File: config.mk
export PLATFORM = sky130hd
export DESIGN_NAME = mccu_budget_regulator
export DESIGN_NICKNAME = d
export VERILOG_FILES = /design/src/rtl/mccu_budget_regulator.sv
export SDC_FILE = /design/constraint.sdc
export NUM_CORES = 2
export LEC_CHECK = 0
export ABC_CLOCK_PERIOD_IN_PS = 8200
export CAP_MARGIN = 15
export CORE_UTILIZATION = 55
export CTS_CLUSTER_SIZE = 30
export DETAILED_ROUTE_END_ITERATION = 6
export PLACE_DENSITY = 0.9
export SKIP_CTS_REPAIR_TIMING = 1
export SYNTH_ARGS = -nofsm -noshare
export SYNTH_HDL_FRONTEND = slang
export SYNTH_SLANG_ARGS = --single-unit
export TNS_END_PERCENT = 50
File: constraint.sdc
create_clock -name clk_i -period 8.2 [get_ports clk_i]
set_clock_uncertainty 0.15 [all_clocks]
set_input_delay 1.23 -clock clk_i [delete_from_list [all_inputs] [get_ports clk_i]]
set_output_delay 1.23 -clock clk_i [all_outputs]
set_load 0.02 [all_outputs]
File: src/rtl/mccu_budget_regulator.sv
// Per-core contention budget regulator: charges weighted event sums against a quota,
// tracks overrun, raises sticky interrupts and optionally replenishes quotas each window.
module mccu_budget_regulator #(
  parameter int unsigned DATA_WIDTH    = 32,
  parameter int unsigned WEIGHTS_WIDTH = 7,
  parameter int unsigned N_CORES       = 4,
  parameter int unsigned CORE_EVENTS   = 4,
  parameter int unsigned PERIOD_WIDTH  = 32
) (
  input  logic                                       clk_i,
  input  logic                                       rstn_i,
  input  logic                                       enable_i,
  input  logic                                       mode_i,
  input  logic [PERIOD_WIDTH-1:0]                    period_i,
  input  logic [N_CORES*CORE_EVENTS-1:0]             events_i,
  input  logic [N_CORES*CORE_EVENTS*WEIGHTS_WIDTH-1:0] weights_i,
  input  logic [N_CORES*DATA_WIDTH-1:0]              quota_i,
  input  logic [N_CORES-1:0]                         update_quota_i,
  input  logic [N_CORES-1:0]                         irq_clear_i,
  output logic [N_CORES*DATA_WIDTH-1:0]              quota_o,
  output logic [N_CORES*DATA_WIDTH-1:0]              excess_o,
  output logic [N_CORES-1:0]                         exhausted_o,
  output logic [N_CORES-1:0]                         irq_o,
  output logic                                       period_tick_o
);

  localparam int unsigned SUM_W = WEIGHTS_WIDTH + $clog2(CORE_EVENTS) + 1;
  localparam int unsigned CMP_W = (SUM_W > DATA_WIDTH) ? SUM_W : DATA_WIDTH;
  localparam int unsigned ACC_W = CMP_W + 1;

  typedef enum logic [0:0] {StActive, StExhausted} state_e;

  // Regulation window counter
  logic [PERIOD_WIDTH-1:0] r_cnt;
  logic [PERIOD_WIDTH-1:0] w_cnt_d;
  logic                    r_tick;
  logic                    w_cnt_en;
  logic                    w_tick;

  assign w_cnt_en = enable_i & mode_i & (period_i != '0);
  assign w_tick   = w_cnt_en & (r_cnt == (period_i - PERIOD_WIDTH'(1)));

  always_comb begin
    w_cnt_d = r_cnt;
    if (w_tick) begin
      w_cnt_d = '0;
    end else if (w_cnt_en) begin
      // A period shrunk below the count simply wraps through 2^PERIOD_WIDTH.
      w_cnt_d = r_cnt + PERIOD_WIDTH'(1);
    end
  end

  always_ff @(posedge clk_i or negedge rstn_i) begin
    if (!rstn_i) begin
      r_cnt  <= '0;
      r_tick <= 1'b0;
    end else begin
      r_cnt  <= w_cnt_d;
      r_tick <= w_tick;
    end
  end

  assign period_tick_o = r_tick;

  for (genvar c = 0; c < N_CORES; c++) begin : g_core
    logic [SUM_W-1:0]      w_sum;
    logic [SUM_W-1:0]      r_ccc_sum;
    logic [DATA_WIDTH-1:0] r_quota;
    logic [DATA_WIDTH-1:0] w_quota_d;
    logic [DATA_WIDTH-1:0] r_excess;
    logic [DATA_WIDTH-1:0] w_excess_d;
    logic [DATA_WIDTH-1:0] w_excess_start;
    logic [DATA_WIDTH-1:0] w_base;
    logic [CMP_W-1:0]      w_base_x;
    logic [CMP_W-1:0]      w_sum_x;
    logic [CMP_W-1:0]      w_rem;
    logic [ACC_W-1:0]      w_acc;
    logic                  w_load;
    logic                  w_over;
    logic                  w_irq_set;
    logic                  r_irq;
    logic                  w_irq_d;
    state_e                r_state;
    state_e                w_state_d;

    always_comb begin
      w_sum = '0;
      for (int unsigned e = 0; e < CORE_EVENTS; e++) begin
        if (events_i[c*CORE_EVENTS+e]) begin
          w_sum = w_sum
                + SUM_W'(weights_i[(c*CORE_EVENTS+e)*WEIGHTS_WIDTH +: WEIGHTS_WIDTH]);
        end
      end
    end

    assign w_load         = update_quota_i[c] | w_tick;
    assign w_base         = w_load ? quota_i[c*DATA_WIDTH +: DATA_WIDTH] : r_quota;
    assign w_excess_start = w_load ? '0 : r_excess;
    assign w_base_x       = CMP_W'(w_base);
    assign w_sum_x        = CMP_W'(r_ccc_sum);
    assign w_over         = w_sum_x > w_base_x;
    assign w_rem          = w_base_x - w_sum_x;
    assign w_acc          = ACC_W'(w_excess_start) + ACC_W'(w_sum_x - w_base_x);
    assign w_irq_set      = enable_i & w_over & (r_state == StActive);

    always_comb begin
      w_quota_d  = w_base;
      w_excess_d = w_excess_start;
      w_state_d  = w_load ? StActive : r_state;
      if (enable_i) begin
        if (w_over) begin
          w_quota_d  = '0;
          w_excess_d = (w_acc > ACC_W'({DATA_WIDTH{1'b1}})) ? '1 : w_acc[DATA_WIDTH-1:0];
          w_state_d  = StExhausted;
        end else begin
          // Sum fits under the base here, so truncating the difference is exact.
          w_quota_d = w_rem[DATA_WIDTH-1:0];
        end
      end
    end

    always_comb begin
      w_irq_d = r_irq;
      if (w_irq_set) begin
        w_irq_d = 1'b1;
      end else if (irq_clear_i[c]) begin
        w_irq_d = 1'b0;
      end
    end

    always_ff @(posedge clk_i or negedge rstn_i) begin
      if (!rstn_i) begin
        r_state <= StActive;
      end else begin
        r_state <= w_state_d;
      end
    end

    always_ff @(posedge clk_i or negedge rstn_i) begin
      if (!rstn_i) begin
        r_ccc_sum <= '0;
        r_quota   <= '0;
        r_excess  <= '0;
        r_irq     <= 1'b0;
      end else begin
        r_ccc_sum <= w_sum;
        r_quota   <= w_quota_d;
        r_excess  <= w_excess_d;
        r_irq     <= w_irq_d;
      end
    end

    assign quota_o[c*DATA_WIDTH +: DATA_WIDTH]  = r_quota;
    assign excess_o[c*DATA_WIDTH +: DATA_WIDTH] = r_excess;
    assign exhausted_o[c]                       = (r_state == StExhausted);
    assign irq_o[c]                             = r_irq;
  end

endmodule
==> impl_results.md <==
- Status: complete, no violations
- Max clock buf depth: 3
- Area grow syn2layout: 28.2%
- Share of layout cells above drive strength 1: 7.77%
- Die height: 242 µm
- Critical Path Source Type: primary input
- H-tree levels: 2
- CORE AREA: 56700 µm²
- PwrDens: 208 nW/µm²
- Max VDD drop: 0.162 mV
- Worst setup startpoint: period_i[18]
- Worst Path Arrival: 8090 ps
- CTS Buf Count: 42
- DIE AREA: 58600 µm²
- Max stage delay cell, worst path: or4_1
- Hold/Removal Path Class: flip-flop to flip-flop
- Tot GR Track Use: 35.3%
- Dpl hpwl: 82500 µm
- Main combinational cell family by area after synthesis: compound AO/OA/AOI/OAI gates
- Mux cell area share after synthesis: 7.06%
- Top cells by area, synth: dfrtp_1, ha_1, mux2i_1
- Synth Cell Area: 31700 µm²
- RSZ-0062 raised after global routing: yes
- Slew Limit Headroom: 24.2%
- DR pass1 iterations: 6
- Crit-path max cell delay: 530 ps
- Ports: 565
- Pleak: 19.9 nW
- Starting Density: 55.9%
- Final instance area: 40600 µm²
- Synth top area share: 26.6%
- CP max FO: 12
- Worst setup EP type: flip-flop
- Max_cap viols: 0
- Area share of fa/ha/maj cells after synthesis: 16.2%
- Average wire per standard cell: 21.0 µm
- Number of flops mapped to enable cells by yosys: 0
- ANT nets after route: 0
- Worst skew pair latency: 580 ps
- GPL Wtd Cong: 1.01
- Final wirelength: 106000 µm
- 1st-iter DRT viols: 2764
- Top FF cell, synth: dfrtp_1
- Count of input and output buffers: 564
- Largest net degree at the start of global routing: 157
- Peak Freq: 129 MHz
- Mapped Avg Cell Area: 8.74 µm²
- Vias in the first global route: 31.0k
- Residual DRC: 0
- Worst R2R Start: r_cnt[20]
- Seq/Total Area, Yosys: 26.6%
- Root Driver: clkbuf_16
- # nets final: 4965
- Initial antenna violation count: 13
- Global-route wire length before repair: 167000 µm
- Hold Vio Cnt, Final: 0
- Final Cycle Share: 94.6%
- R2R depth: 27
- Syn nets: 4326
- R2r endpoint: g_core[0].r_excess[8]
- Yosys warns: 0
- Final setup fails: 0
- DR vias: 31.5k
- Synth cell types: 89
- Row count: 87
- Clock Sinks: 337
- GRT Residual Overflow: 0
- Filler instances: 4098
- Area leader, netlist: dfrtp_1
- FF+latch count, synth: 337
- Crit path kind: primary input to flip-flop
- Core Util, Final: 71.7%
- Worst reg2reg setup slack: 1540 ps
- Vias per cell: 6.23
- Slew Viols, Final: 0
- Worst-Margin Slew: 1130 ps
- Clk pin slew, worst setup/hold paths: 60 ps
- Placed Area: 39000 µm²
- Critical Path RT: 8540 ps
- Gate Count Post-Synth: 3627
- Compound-Gate Fraction of Synth Area: 18.6%
- Simple-Gate Fraction of Synth Area: 17.9%
- Total power: 0.00845 W
- Min Tclk post-route: 7760 ps
- Share of flip-flops with an asynchronous set or reset: 100%
- CTS tree: done
- Die W: 242 µm
- Crit path capture: g_core[0].r_excess[8]
- Post-Synth XOR/XNOR Area: 8.84%
-- metrics by stage --
stage	setup TNS (ps)	instances	setup WS, ps	hold slack, ps
floorplan	0	3627	114	296
global placement	-1780	4973	-82.6	315
detailed placement	-7950	4973	-227	320
CTS	0	5050	319	324
global route	-692	5061	-79.6	344
finish	0	5061	443	322
-- Yosys cell counts (14+ instances only) --
library cell and instances:
a21o_1 131, inv_1 244, mux2_2 51, nand4_1 20
xor2_1 149, nor2_1 262, o21bai_1 35, a211oi_1 14
a31oi_1 51, nor2b_1 44, dfrtp_1 337, or4_1 20
clkbuf_1 58, buf_2 40, nand3_1 73, ha_1 379
o22ai_1 32, or3_1 42, xnor2_1 171, a21oi_1 232
fa_1 20, and2_1 52, and3_1 125, a2bb2oi_1 86
nor4_1 41, nor3_1 87, nand2b_1 39, o211ai_1 17
o21ai_0 149, nand2_1 209, mux2i_1 162, o21a_1 46
-- area by class of cell --
cell class	count	area [µm²]	share of cell area [%]
multi-input cells	2923	21900	53.9
flip-flops and latches	337	8430	20.8
repair buffers	718	6940	17.1
clock buffers	57	1190	2.93
well taps	756	946	2.33
inverters	244	916	2.25
clock inverters	20	307	0.754
diodes	6	15.0	0.0369
-- cells in the final DEF, fill, tap and decap left out, types with 9 or more instances in the layout --
cell type / n
o32ai_1: 9
or3_1: 42
nor4_1: 41
xor2_1: 148
nand3_1: 73
xnor2_1: 169
or2_2: 9
and3_1: 125
nor2b_1: 43
a21oi_1: 232
mux2_2: 51
clkinv_2: 10
a211oi_1: 13
o211ai_1: 17
nor2_1: 258
dfrtp_1: 337
a21o_1: 131
clkbuf_16: 43
nand2_1: 209
o21ai_0: 148
or4_1: 20
nor3b_1: 12
nand4_1: 20
o31ai_1: 13
nor3_1: 84
a31oi_1: 51
buf_12: 11
a2bb2oi_1: 86
and2_1: 52
inv_1: 244
o21bai_1: 35
mux2i_1: 161
buf_4: 143
ha_1: 379
clkdlybuf4s50_1: 562
nand2b_1: 39
o22ai_1: 32
o21a_1: 46
fa_1: 20
-- routing by layer --
metal / vias up / global-route usage [%] / wire length (µm)
met5: - / 0 / 93
met4: 14 / 16.1 / 5160
met3: 342 / 6.56 / 9230
met2: 1673 / 57.8 / 49100
met1: 15100 / 45.2 / 42900
li1: 14400 / - / -
-- cell families after synthesis --
family | after synthesis
AND/OR/NAND/NOR | 1090
AO/OA/AOI/OAI | 897
adder cells (fa/ha/maj) | 399
buffers and inverters | 368
flip-flops | 337
XOR/XNOR | 320
multiplexers | 216
-- report_power, final --
part / internal, W / switching, W
sequential: 0.00189 / 0.000247
combinational: 0.00192 / 0.00233
clock: 0.00127 / 0.000792
-- worst min path at each step --
stage | from | to | slack, ps | depth (start not counted)
after global placement | g_core[1].r_state | g_core[1].r_irq | 320 | 1
after global routing | g_core[0].r_state | g_core[0].r_irq | 340 | 1
after detailed placement | g_core[0].r_state | g_core[0].r_irq | 320 | 1
after floorplan | g_core[0].r_state | g_core[0].r_irq | 300 | 1
after CTS | g_core[0].r_state | g_core[0].r_irq | 320 | 1
final | g_core[0].r_state | g_core[0].r_irq | 320 | 1
-- state kept, by name, summed over array words and instances, names as in the netlist --
signal / cells
g_core.r_excess: 128
g_core.r_quota: 128
g_core.r_ccc_sum: 40
r_cnt: 32
g_core.r_irq: 4
g_core.r_state: 4
period_tick_o: 1
-- worst max-delay path: cells and delay by family --
kind                     cells  cell delay (ps)
XOR/XNOR                     1              200
adder cells (fa/ha/maj)      3             1090
AND/OR/NAND/NOR              8             1890
buffers and inverters        6             1190
multiplexers                 1              220
AO/OA/AOI/OAI               10             2240
Note: power is estimated with default switching activity, not from simulation.
